--- src/rtl/fwd_hazard_ctrl.sv ---
// Forwarding and load-use hazard control for the EX-stage ALU operand muxes.
// Keeps a small EX/MEM/WB scoreboard of in-flight instructions, drives the
// 2-bit forwarding selectors, the load-use stall and a saturating stall counter.
//
// Handshake-free block: every output is a pure function of the registered
// scoreboard plus the current ID-stage inputs; there is no valid/ready pair.
// Selector encoding: 2'b00 register file, 2'b10 EX/MEM result, 2'b01 MEM/WB data.
module fwd_hazard_ctrl #(
    parameter int REG_BITS = 5,
    parameter int CNT_BITS = 16
) (
    input  logic                clk,
    input  logic                reset,
    input  logic                Hold,
    input  logic                Flush,
    input  logic                ID_Valid,
    input  logic [REG_BITS-1:0] ID_Rs,
    input  logic [REG_BITS-1:0] ID_Rt,
    input  logic                ID_UsesRs,
    input  logic                ID_UsesRt,
    input  logic                ID_RegWrite,
    input  logic                ID_MemRead,
    input  logic [REG_BITS-1:0] ID_WriteReg,
    output logic [1:0]          ForwardA,
    output logic [1:0]          ForwardB,
    output logic                Stall,
    output logic [CNT_BITS-1:0] StallCount
);

    // EX-stage scoreboard entry (the instruction currently using the ALU)
    logic                ex_v_q,      ex_v_d;
    logic [REG_BITS-1:0] ex_rs_q,     ex_rs_d;
    logic [REG_BITS-1:0] ex_rt_q,     ex_rt_d;
    logic                ex_uses_rs_q, ex_uses_rs_d;
    logic                ex_uses_rt_q, ex_uses_rt_d;
    logic                ex_wr_q,     ex_wr_d;
    logic                ex_memrd_q,  ex_memrd_d;
    logic [REG_BITS-1:0] ex_rd_q,     ex_rd_d;

    // MEM and WB stages only need to remember who they will write
    logic                mem_wr_q,    mem_wr_d;
    logic [REG_BITS-1:0] mem_rd_q,    mem_rd_d;
    logic                wb_wr_q,     wb_wr_d;
    logic [REG_BITS-1:0] wb_rd_q,     wb_rd_d;

    logic [CNT_BITS-1:0] stall_cnt_q, stall_cnt_d;

    logic                load_use;
    logic                insert_bubble;

    // Youngest producer wins: MEM is checked before WB; $0 is never forwarded.
    function automatic logic [1:0] fwd_sel(
        input logic                uses,
        input logic [REG_BITS-1:0] src,
        input logic                m_wr,
        input logic [REG_BITS-1:0] m_rd,
        input logic                w_wr,
        input logic [REG_BITS-1:0] w_rd
    );
        logic [1:0] sel;
        sel = 2'b00;
        if (uses && m_wr && (m_rd != '0) && (m_rd == src)) begin
            sel = 2'b10;
        end else if (uses && w_wr && (w_rd != '0) && (w_rd == src)) begin
            sel = 2'b01;
        end
        return sel;
    endfunction

    // Load-use detection against the load sitting in EX, and bubble decision
    always_comb begin
        load_use = 1'b0;
        if (ID_Valid && ex_v_q && ex_memrd_q && ex_wr_q && (ex_rd_q != '0)) begin
            load_use = (ID_UsesRs && (ID_Rs == ex_rd_q)) ||
                       (ID_UsesRt && (ID_Rt == ex_rd_q));
        end
        insert_bubble = load_use || Flush || !ID_Valid;
    end

    assign Stall      = load_use;
    assign ForwardA   = fwd_sel(ex_uses_rs_q, ex_rs_q, mem_wr_q, mem_rd_q, wb_wr_q, wb_rd_q);
    assign ForwardB   = fwd_sel(ex_uses_rt_q, ex_rt_q, mem_wr_q, mem_rd_q, wb_wr_q, wb_rd_q);
    assign StallCount = stall_cnt_q;

    // Next-state: freeze on Hold, otherwise shift the pipeline and count stalls
    always_comb begin
        ex_v_d       = ex_v_q;
        ex_rs_d      = ex_rs_q;
        ex_rt_d      = ex_rt_q;
        ex_uses_rs_d = ex_uses_rs_q;
        ex_uses_rt_d = ex_uses_rt_q;
        ex_wr_d      = ex_wr_q;
        ex_memrd_d   = ex_memrd_q;
        ex_rd_d      = ex_rd_q;
        mem_wr_d     = mem_wr_q;
        mem_rd_d     = mem_rd_q;
        wb_wr_d      = wb_wr_q;
        wb_rd_d      = wb_rd_q;
        stall_cnt_d  = stall_cnt_q;

        if (!Hold) begin
            wb_wr_d  = mem_wr_q;
            wb_rd_d  = mem_rd_q;
            mem_wr_d = ex_wr_q;
            mem_rd_d = ex_rd_q;

            // Indices follow ID even for a bubble; the cleared flags make them inert.
            ex_rs_d = ID_Rs;
            ex_rt_d = ID_Rt;
            ex_rd_d = ID_WriteReg;
            if (insert_bubble) begin
                ex_v_d       = 1'b0;
                ex_uses_rs_d = 1'b0;
                ex_uses_rt_d = 1'b0;
                ex_wr_d      = 1'b0;
                ex_memrd_d   = 1'b0;
            end else begin
                ex_v_d       = 1'b1;
                ex_uses_rs_d = ID_UsesRs;
                ex_uses_rt_d = ID_UsesRt;
                ex_wr_d      = ID_RegWrite;
                ex_memrd_d   = ID_MemRead;
            end

            if (load_use && (stall_cnt_q != '1)) begin
                stall_cnt_d = stall_cnt_q + CNT_BITS'(1);
            end
        end
    end

    // State registers with synchronous active-high reset
    always_ff @(posedge clk) begin
        if (reset) begin
            ex_v_q       <= 1'b0;
            ex_rs_q      <= '0;
            ex_rt_q      <= '0;
            ex_uses_rs_q <= 1'b0;
            ex_uses_rt_q <= 1'b0;
            ex_wr_q      <= 1'b0;
            ex_memrd_q   <= 1'b0;
            ex_rd_q      <= '0;
            mem_wr_q     <= 1'b0;
            mem_rd_q     <= '0;
            wb_wr_q      <= 1'b0;
            wb_rd_q      <= '0;
            stall_cnt_q  <= '0;
        end else begin
            ex_v_q       <= ex_v_d;
            ex_rs_q      <= ex_rs_d;
            ex_rt_q      <= ex_rt_d;
            ex_uses_rs_q <= ex_uses_rs_d;
            ex_uses_rt_q <= ex_uses_rt_d;
            ex_wr_q      <= ex_wr_d;
            ex_memrd_q   <= ex_memrd_d;
            ex_rd_q      <= ex_rd_d;
            mem_wr_q     <= mem_wr_d;
            mem_rd_q     <= mem_rd_d;
            wb_wr_q      <= wb_wr_d;
            wb_rd_q      <= wb_rd_d;
            stall_cnt_q  <= stall_cnt_d;
        end
    end

endmodule

--- config.mk ---
export PLATFORM = sky130hd
export DESIGN_NAME = fwd_hazard_ctrl
export DESIGN_NICKNAME = d
export VERILOG_FILES = /design/src/rtl/fwd_hazard_ctrl.sv
export SDC_FILE = /design/constraint.sdc
export NUM_CORES = 1
export LEC_CHECK = 0
export ABC_AREA = 1
export CORE_MARGIN = 2
export CORE_UTILIZATION = 50
export DETAILED_ROUTE_END_ITERATION = 6
export GPL_ROUTABILITY_DRIVEN = 0
export PLACE_DENSITY = 0.77
export SYNTH_ARGS = -nofsm -noshare
export SYNTH_HDL_FRONTEND = slang
export SYNTH_SLANG_ARGS = --single-unit
--- constraint.sdc ---
create_clock -name clk -period 2.8 [get_ports clk]
set_input_delay 0.84 -clock clk [delete_from_list [all_inputs] [get_ports clk]]
set_output_delay 0.84 -clock clk [all_outputs]
set_load 0.02 [all_outputs]
## Word-level counts from Yosys, hierarchy flattened

Index checks and enable logic that the tools add are counted.

- Add/subtract/negate cells: 1
- Multipliers: 0
- Div/mod/pow operators: 0
- $lt $le $gt $ge: 0
- Eq/ne operators: 7
- Shift operators: 0
- Muxes and demuxes: 10
- Bitwise operators: 1
- Reduce and logical (&&, ||, !) cells: 27

Operator list:

| operator | number |
|---|---|
| == test 5 bit | 6 |
| logical AND 1 bit | 19 |
| adder 16 x 1 -> 16 bit (second input constant) | 1 |
| != test 16 bit (second input constant) | 1 |
| nonzero test 5 bit | 3 |
| two-way mux 1 bit | 8 |
| two-way mux 2 bit | 2 |
| logical OR 1 bit | 3 |
| AND reduction 2 bit | 1 |
| zero test 1 bit | 1 |
| NOT 1 bit | 1 |

- Bits in registers: 48
- Latch bits: 0
- Bits in writable memories: 0
- Bits in read-only memories: 0
- Input bits: 24
- Output and inout bits: 21
- Memories: 0

## Depth between registers and ports, before layout

Gate-level depths: netlist of run 1.

- Depth in word-level cells: 8
- Depth in mapped cells: 12
- Gate-level depth less buffers: 11

## Worst setup path after synthesis of run 1

No wires, ideal clock.

- Path kind: reg2out
- Start: reg mem_rd_q[2]
- End: out ForwardA[0]
- Arrival time: 1,678 ps
- Required time: 1,960 ps
- Setup slack: 282 ps
- Cell stages (with the launch flop): 5
- Path through: dfxtp_1 > xnor2_1 > nand4_1 > nor4b_1 > nor2_1

- Cells in the longest elaborated chain, start to end: 4

Ends and longest elaborated chain:

| what | line | source |
|---|---|---|
| from (decl) | 42 | `logic [REG_BITS-1:0] mem_rd_q, mem_rd_d;` |
| from (signal assigned) | 157 | `mem_rd_q <= mem_rd_d;` |
| nonzero test 5 bit | 62 | `if (uses && m_wr && (m_rd != '0) && (m_rd == src)) begin` |
| logical AND 1 bit | 62 |  |
| logical AND 1 bit * | 62 |  |
| two-way mux 2 bit * | 62 |  |
| to (decl) | 24 | `output logic [1:0] ForwardA,` |

Every way passes the cells marked *; elsewhere a longest branch is shown, timed or not.

## Worst setup path after layout of run 1

- Start: in ID_Rt[2]
- End: out Stall

- Cells in the longest elaborated chain, start to end: 4

Ends and longest elaborated chain:

| what | line | source |
|---|---|---|
| from (decl) | 18 | `input logic [REG_BITS-1:0] ID_Rt,` |
| == test 5 bit | 75 | `(ID_UsesRt && (ID_Rt == ex_rd_q));` |
| logical AND 1 bit | 75 |  |
| logical OR 1 bit | 74 | `load_use = (ID_UsesRs && (ID_Rs == ex_rd_q)) \|\|` |
| two-way mux 1 bit | 73 | `if (ID_Valid && ex_v_q && ex_memrd_q && ex_wr_q && (ex_rd_q != '0)) begin` |
| to (decl) | 26 | `output logic Stall,` |

Every way passes these cells.

==> qor_table.md, run 1 <==
| Step | Item | Value |
|---|---|---|
| run status | Outcome | finished, final reports clean |
| layout | Ratio of cells with drive above 1 in the final layout | 0.08962 |
| setup path | Start-to-end type of the worst setup path | input port to output port |
| floorplan | DIE AREA | 0.005402 sq mm |
| placement | DP Worst Slack | -0.5105 ns |
| placement | Number of placed instances, taps included | 470 |
| drt | Routed length per instance | 12.08 um |
| synth | Leading cell types by total area after synthesis | sky130_fd_sc_hd__dfxtp_1 40%, sky130_fd_sc_hd__nand2_1 12%, sky130_fd_sc_hd__a21oi_1 8.9% |
| placement | Detailed-placement wirelength estimate | 4268 um |
| synth | Count of mapped cells out of synthesis | 364 |
| power and ir drop | Static Leakage | 1.373 nW |
| drt | 1st-pass router iterations | 4 |
| drt | Drt total wl | 5776 um |
| floorplan | Chip height | 73.50 um |
| run | Maxcap violations | 0 |
| setup path | Required time reported for the critical path endpoint | 1.96 ns |
| layout | Most common cell after layout, fill and taps aside | sky130_fd_sc_hd__nand2_1 |
| layout | Layout filler cell count | 426 |
| setup path | Crit-path max cell delay | 0.49 ns |
| power and ir drop | Peak supply drop | 0.2968 mV |
| timing | Total of endpoints with negative setup slack in the final report | 0 |
| timing | Fin. Hold Viols | 0 |
| timing | Post-Route Skew | 0.01349 ns |
| layout | Relative area change from synthesis to final layout | 29.69% |
| layout | Non-filler instance count after layout | 478 |
| drt | Post-detailed-route via-to-cell ratio | 5.146 |
| clocking | Clk buf depth | 2 |
| synth | Number of nets in the synthesized netlist | 389 |
| layout | Number of diodes added for antenna fixing | 0 |
| synth | Top-area cell type share of the netlist area | 0.3979 |
| synth | Mean cell area of the mapped netlist | 6.634 sq um |
| layout | Area of the multi-input gates | 0.001242 sq mm |
| timing | Period utilisation layout | 0.9955 |
| timing | Pins Over Slew Limit | 0 |
| placement | Post-detailed-placement cell area | 0.003025 sq mm |
| floorplan | Placement row count | 25 |
| timing | Summed negative setup slack over all endpoints | 0 ns |
| layout | Commonest non-fill, non-tap cells in the layout | 75 x sky130_fd_sc_hd__nand2_1, 52 x sky130_fd_sc_hd__nor2_1, 48 x sky130_fd_sc_hd__dfxtp_1, 43 x sky130_fd_sc_hd__a21oi_1, 37 x sky130_fd_sc_hd__inv_1 |
| clocking | TritonCTS clock tree | yes |
| clocking | Setup bufs post-CTS | 0 |
| floorplan | Starting utilization of the core area | 0.5147 |
| timing | Period minus WS final | 2.787 ns |
| global routing | Overall fraction of global-route tracks in use | 0.2274 |
| timing | Setup repair after global routing missed its margin | true |
| floorplan | Num ports | 45 |
| synth | Cell taking the most area after synthesis | sky130_fd_sc_hd__dfxtp_1 |
| setup path | Element type at the critical path end | output port |
| setup path | Startpoint kind of the worst setup timing path | input port |
| drt | DRC marker count from the first detailed-route iteration | 147 |
| timing | Slew margin rel. | 0.6157 |
| global routing | Pin count of the biggest net entering global routing | 29 |
| clocking | Clock Root Buffer | sky130_fd_sc_hd__clkbuf_8 |
| floorplan | Core region area | 0.004692 sq mm |
| drt | DRC viols | 0 |
| timing | Post-layout worst setup margin | 0.01271 ns |
| drt | Total via count after detailed routing | 2,460 |
| timing | Achievable clock frequency | 358.8 MHz |
| setup path | Critical Path, Cell by Cell | clkdlybuf4s50_1, inv_2, nand2_1, nand2_1, nor2_1, nand3_1, nand2_2, nand2_4, inv_2, buf_6 |
| clocking | Sink Count | 48 |
| synth | Post-synthesis instance area | 0.002415 sq mm |
| min path | Min-delay worst type | flop to flop |
| drt | Remaining number of nets flagged by the antenna check after routing | 0 |
| clocking | # H-tree levels | 2 |
| global routing | Wire length of the first global-routing pass | 9597 um |
| timing | Worst Tran Pin Value | 0.5720 ns |
| clocking | Source-to-sink clock delay at the later pin of the worst-skew pair | 0.31 ns |
| setup path | Critical Path Fanout Max | 2 |
| synth | Unique masters post-synth | 28 |
| global routing | Remaining global-route overflow | 0 |
| power and ir drop | Overall power of the completed layout | 0.001359 W |
| setup path | Data arrival time of the critical path | 1.95 ns |
| clocking | Number of CTS-inserted buffers | 5 |
| clocking | Quantity of hold-fixing buffers added after cts | 0 |
| setup path | Cell with the biggest individual delay on the critical path | sky130_fd_sc_hd__clkdlybuf4s50_1 |
| global routing | Vias in the first global route | 2,164 |
| global routing | Number of antenna violations at the first check in global routing | 0 |
| layout | Post-layout nets | 448 |
| synth | Post-synthesis sequential element count | 48 |
| synth | Register area share after synthesis | 0.3979 |
| clocking | Clock transition at the register clock pins on the worst setup and hold paths after CTS | 0.09 ns |
| floorplan | Die width | 73.50 um |
| layout | Cell area after layout | 0.003132 sq mm |
| synth | Count of synthesis-stage warnings from yosys | 0 |
| layout | Register area | 960.9 sq um |
| placement | Count of input and output buffers | 44 |
| power and ir drop | Pwr Density | 434.0 mW/mm^2 |
-- metal layers --
| layer | vias up | part of all wire | GRT usage |
|---|---|---|---|
| met5 | - | 0 | 0 |
| met4 | 0 | 0.015 | 0.08081 |
| met3 | 5 | 0.060 | 0.03704 |
| met2 | 75 | 0.45 | 0.3423 |
| met1 | 1068 | 0.48 | 0.3277 |
| li1 | 1312 | - | - |
-- final timing paths --
check	from	endpoint	slack [ns]	cells after the start
max reg2reg	StallCount[0]$_SDFFE_PP0P_	StallCount[11]$_SDFFE_PP0P_	0.96	10
max	ID_Rt[2]	Stall	0.01	10
min	ex_memrd_q$_SDFFE_PP0N_	ex_memrd_q$_SDFFE_PP0N_	0.47	2
min reg2reg	ex_memrd_q$_SDFFE_PP0N_	ex_memrd_q$_SDFFE_PP0N_	0.47	2
-- cells in the mapped netlist --
cell type                   instances
sky130_fd_sc_hd__nand4_1            5
sky130_fd_sc_hd__or3_1              1
sky130_fd_sc_hd__xor2_1             3
sky130_fd_sc_hd__o21ai_1            1
sky130_fd_sc_hd__buf_1              2
sky130_fd_sc_hd__inv_1             39
sky130_fd_sc_hd__nor3_1             6
sky130_fd_sc_hd__nand2_1           75
sky130_fd_sc_hd__dfxtp_1           48
sky130_fd_sc_hd__a21oi_1           43
sky130_fd_sc_hd__nor2_4             1
sky130_fd_sc_hd__nand3_1           25
sky130_fd_sc_hd__xnor2_1            4
sky130_fd_sc_hd__o211ai_1           1
sky130_fd_sc_hd__nand2_4            1
sky130_fd_sc_hd__nor4b_1            1
sky130_fd_sc_hd__nor2_1            52
sky130_fd_sc_hd__clkbuf_1           8
sky130_fd_sc_hd__o21ai_0           30
sky130_fd_sc_hd__inv_2              3
sky130_fd_sc_hd__nand2_2            1
sky130_fd_sc_hd__nor2_2             1
sky130_fd_sc_hd__o2111ai_1          3
sky130_fd_sc_hd__o22ai_1            5
sky130_fd_sc_hd__buf_6              2
sky130_fd_sc_hd__a211oi_1           1
sky130_fd_sc_hd__ha_1               1
sky130_fd_sc_hd__nor4_1             1
-- timing repair --
action	CTS	global route
pin swaps	1	3
setup endpoints to repair	4	3
gates cloned	0	0
endpoints found under the hold margin	0	0
resized for setup	13	7
-- final cells by class --
class / count / share of cell area
inverters: 42 / 0.05034
clock inverters: 1 / 0.002397
repair buffers: 64 / 0.1946
multi-input cells: 262 / 0.3967
flip-flops and latches: 48 / 0.3068
clock buffers: 7 / 0.02757
well taps: 54 / 0.02157
-- through the flow --
step                  util  hold WS (ns)
global placement    0.6448        0.4526
detailed placement  0.6448        0.4552
CTS                 0.6648        0.4704
global route        0.6675        0.4937
finish              0.6675        0.4697
floorplan                -        0.4393
-- sequential cells by signal, summed over array words and instances (netlist names), 5 cells and up --
name	cells
mem_rd_q	5
ex_rs_q	5
StallCount	16
wb_rd_q	5
ex_rt_q	5
ex_rd_q	5
-- power by group --
group	internal, W	leakage [nW]	total (W)	switching (W)
combinational	0.0000880	0.935	0.000184	0.0000963
clock	0.000201	0.0445	0.000435	0.000234
sequential	0.000710	0.393	0.000740	0.0000293
-- logic make-up after synthesis --
group,share of synthesized area
DFF,0.3979
and+or+nand+nor,0.2979
AOI/OAI and AO/OA,0.1834
xor gates and xnor gates,0.02539
adders and majority gates,0.005181
buffers and inverters,0.09016
-- worst max-delay path, delay by kind of cell --
kind	cells	cell delay [ns]
buffers and inverters	4	0.68
and+or+nand+nor	6	0.43
No activity file was read; power rests on OpenSTA's default activity.
==> inputs of run 2 (changes only) <==
- CTS_CLUSTER_SIZE: unset -> 8
==> results of run 2 <==
Same layout as run 1: the final DEF is identical, and so are final timing and power.
==> inputs of run 3 (changes only) <==
- SETUP_SLACK_MARGIN: unset -> 0.3
==> run 3 against run 2 <==
  * Fmax increased by 11%
  * Sequential power is essentially flat
  * Power is 2.4% higher
  * Critical endpoint unchanged
  * Largest power group unchanged
  * Highest routed layer unchanged
==> qor_table.md, run 3 (synthesized netlist as in run 1, its figures left out) <==
| Step | Item | Value |
|---|---|---|
| setup path | Data arrival time of the critical path | 1.68 ns |
| timing | Period minus WS final | 2.520 ns |
| min path | Min-Delay Path Depth | 2 |
| timing | Slew margin rel. | 0.6264 |
| drt | Post-detailed-route via-to-cell ratio | 5.276 |
| timing | Total of endpoints with negative setup slack in the final report | 0 |
| clocking | Number of CTS-inserted buffers | 5 |
| global routing | Number of antenna violations at the first check in global routing | 0 |
| floorplan | Chip height | 73.50 um |
| setup path | Start-to-end type of the worst setup path | input port to output port |
| floorplan | Starting utilization of the core area | 0.5147 |
| clocking | Clk buf depth | 2 |
| power and ir drop | Peak supply drop | 0.2776 mV |
| clocking | Quantity of hold-fixing buffers added after cts | 0 |
| placement | Count of input and output buffers | 44 |
| placement | Detailed-placement wirelength estimate | 4416 um |
| global routing | Vias in the first global route | 2,243 |
| power and ir drop | Pwr Density | 452.0 mW/mm^2 |
| drt | Met2 WL post-DR | 2767 um |
| timing | Fin. Hold Viols | 0 |
| timing | Worst Tran Pin Value | 0.5561 ns |
| run | Maxcap violations | 0 |
| clocking | Source-to-sink clock delay at the later pin of the worst-skew pair | 0.30 ns |
| layout | Post-layout nets | 446 |
| drt | Routed length per instance | 12.41 um |
| global routing | Overall fraction of global-route tracks in use | 0.2360 |
| power and ir drop | Overall power of the completed layout | 0.001392 W |
| setup path | Required time reported for the critical path endpoint | 1.96 ns |
| setup path | Startpoint kind of the worst setup timing path | input port |
| drt | DRC viols | 0 |
| global routing | Wire length of the first global-routing pass | 9936 um |
| run status | Outcome | finished, final reports clean |
| clocking | Clock transition at the register clock pins on the worst setup and hold paths after CTS | 0.09 ns |
| layout | Number of flip-flops in the largest register | 16 |
| drt | 1st-pass router iterations | 5 |
| floorplan | Die width | 73.50 um |
| setup path | Element type at the critical path end | output port |
| timing | Post-Route Skew | 0.01198 ns |
| placement | Post-detailed-placement cell area | 0.003009 sq mm |
| clocking | TritonCTS clock tree | yes |
| drt | Wire length on met1 | 2675 um |
| timing | Summed negative setup slack over all endpoints | 0 ns |
| layout | Most common cell after layout, fill and taps aside | sky130_fd_sc_hd__nand2_1 |
| drt | Remaining number of nets flagged by the antenna check after routing | 0 |
| layout | Number of diodes added for antenna fixing | 0 |
| layout | Ratio of cells with drive above 1 in the final layout | 0.1381 |
| setup path | Critical Path Fanout Max | 3 |
| drt | Highest metal layer with signal wires | met4 |
| setup path | Worst Reg2Reg Path Length in Cells | 10 |
| global routing | Pin count of the biggest net entering global routing | 28 |
| timing | Period utilisation layout | 0.8999 |
| floorplan | Core region area | 0.004692 sq mm |
| power and ir drop | Static Leakage | 1.308 nW |
| min path | Min-delay worst type | flop to flop |
| drt | Routed wl met3 | 352 um |
| timing | Achievable clock frequency | 396.9 MHz |
| drt | Drt total wl | 5882 um |
| clocking | Clock Root Buffer | sky130_fd_sc_hd__clkbuf_8 |
| timing | Setup repair after global routing missed its margin | true |
| floorplan | DIE AREA | 0.005402 sq mm |
| layout | Relative area change from synthesis to final layout | 27.56% |
| floorplan | Num ports | 45 |
| clocking | Sink Count | 48 |
| layout | Cell area after layout | 0.003080 sq mm |
| layout | Commonest non-fill, non-tap cells in the layout | 75 x sky130_fd_sc_hd__nand2_1, 50 x sky130_fd_sc_hd__nor2_1, 43 x sky130_fd_sc_hd__a21oi_1, 42 x sky130_fd_sc_hd__dfxtp_1, 34 x sky130_fd_sc_hd__inv_1 |
| clocking | # H-tree levels | 2 |
| drt | DRC marker count from the first detailed-route iteration | 117 |
| timing | Pins Over Slew Limit | 0 |
| global routing | Remaining global-route overflow | 0 |
| drt | Total via count after detailed routing | 2,501 |
| floorplan | Placement row count | 25 |
| layout | Final standard cell utilization of the core | 0.6565 |
-- run 3: cell types whose count changed in the layout (fill, tap and decap cells not counted), sizes merged --
cell / previous run / this run
clkdlybuf4s50: 32 / 26
clkbuf: 7 / 13
bufinv: 0 / 1
dlygate4sd2: 6 / 1
buf: 21 / 22
clkdlybuf4s15: 0 / 4
dlymetal6s2s: 5 / 1
clkinvlp: 1 / 0
-- run 3: worst paths after layout --
check | to | slack [ns] | from
worst min-delay path | ex_v_q$_SDFFE_PP0N_ | 0.48 | ex_v_q$_SDFFE_PP0N_
worst max register to register | StallCount[11]$_SDFFE_PP0P_ | 0.93 | StallCount[0]$_SDFFE_PP0P_
worst max-delay path | Stall | 0.28 | ID_Rs[3]
worst min register to register | ex_v_q$_SDFFE_PP0N_ | 0.48 | ex_v_q$_SDFFE_PP0N_
-- run 3: what timing repair did --
action,in CTS,in global routing
setup buffers,1,0
gates resized for setup,36,32
gates cloned,0,0
pin swaps,4,7
setup endpoints to repair,5,5
-- run 3: critical path, stage by stage --
cell and delay (ns):
sky130_fd_sc_hd__clkdlybuf4s15_1 0.21, sky130_fd_sc_hd__inv_1 0.05, sky130_fd_sc_hd__nand2_1 0.05, sky130_fd_sc_hd__nand2_1 0.05
sky130_fd_sc_hd__nor2_1 0.08, sky130_fd_sc_hd__nand3_1 0.09, sky130_fd_sc_hd__nand2_2 0.10, sky130_fd_sc_hd__nand2_4 0.06
sky130_fd_sc_hd__inv_2 0.05, sky130_fd_sc_hd__buf_6 0.10
-- run 3: area by class of cell --
type                            count  area [sq um]
Fill cell                         450          1612
Clock inverter                      1         30.03
Sequential cell                    48         968.4
Clock buffer                        5         68.82
Tap cell                           54         67.56
Timing Repair Buffer               62         535.5
Inverter                           42         157.7
Multi-Input combinational cell    262          1252
-- run 3: through the flow --
stage / setup slack [ns] / hold slack (ns) / cells
after floorplan: 0.5022 / 0.4393 / 364
after global placement: -0.5255 / 0.4549 / 467
after detailed placement: -0.5199 / 0.4630 / 467
after CTS: 0.1084 / 0.4768 / 474
after global routing: 0.2009 / 0.5041 / 474
final: 0.2804 / 0.4765 / 474
-- run 3: layer usage --
layer | up-vias | GRT usage
li1 | 1309 | -
met1 | 1103 | 0.3180
met2 | 79 | 0.3780
met3 | 10 | 0.04527
met4 | 0 | 0.08081
met5 | - | 0
-- run 3: power breakdown --
part           internal, W  total, W  switching, W
sequential        0.000712  0.000741     0.0000290
clock             0.000256  0.000470      0.000214
combinational    0.0000824  0.000181     0.0000989
total              0.00105   0.00139      0.000342
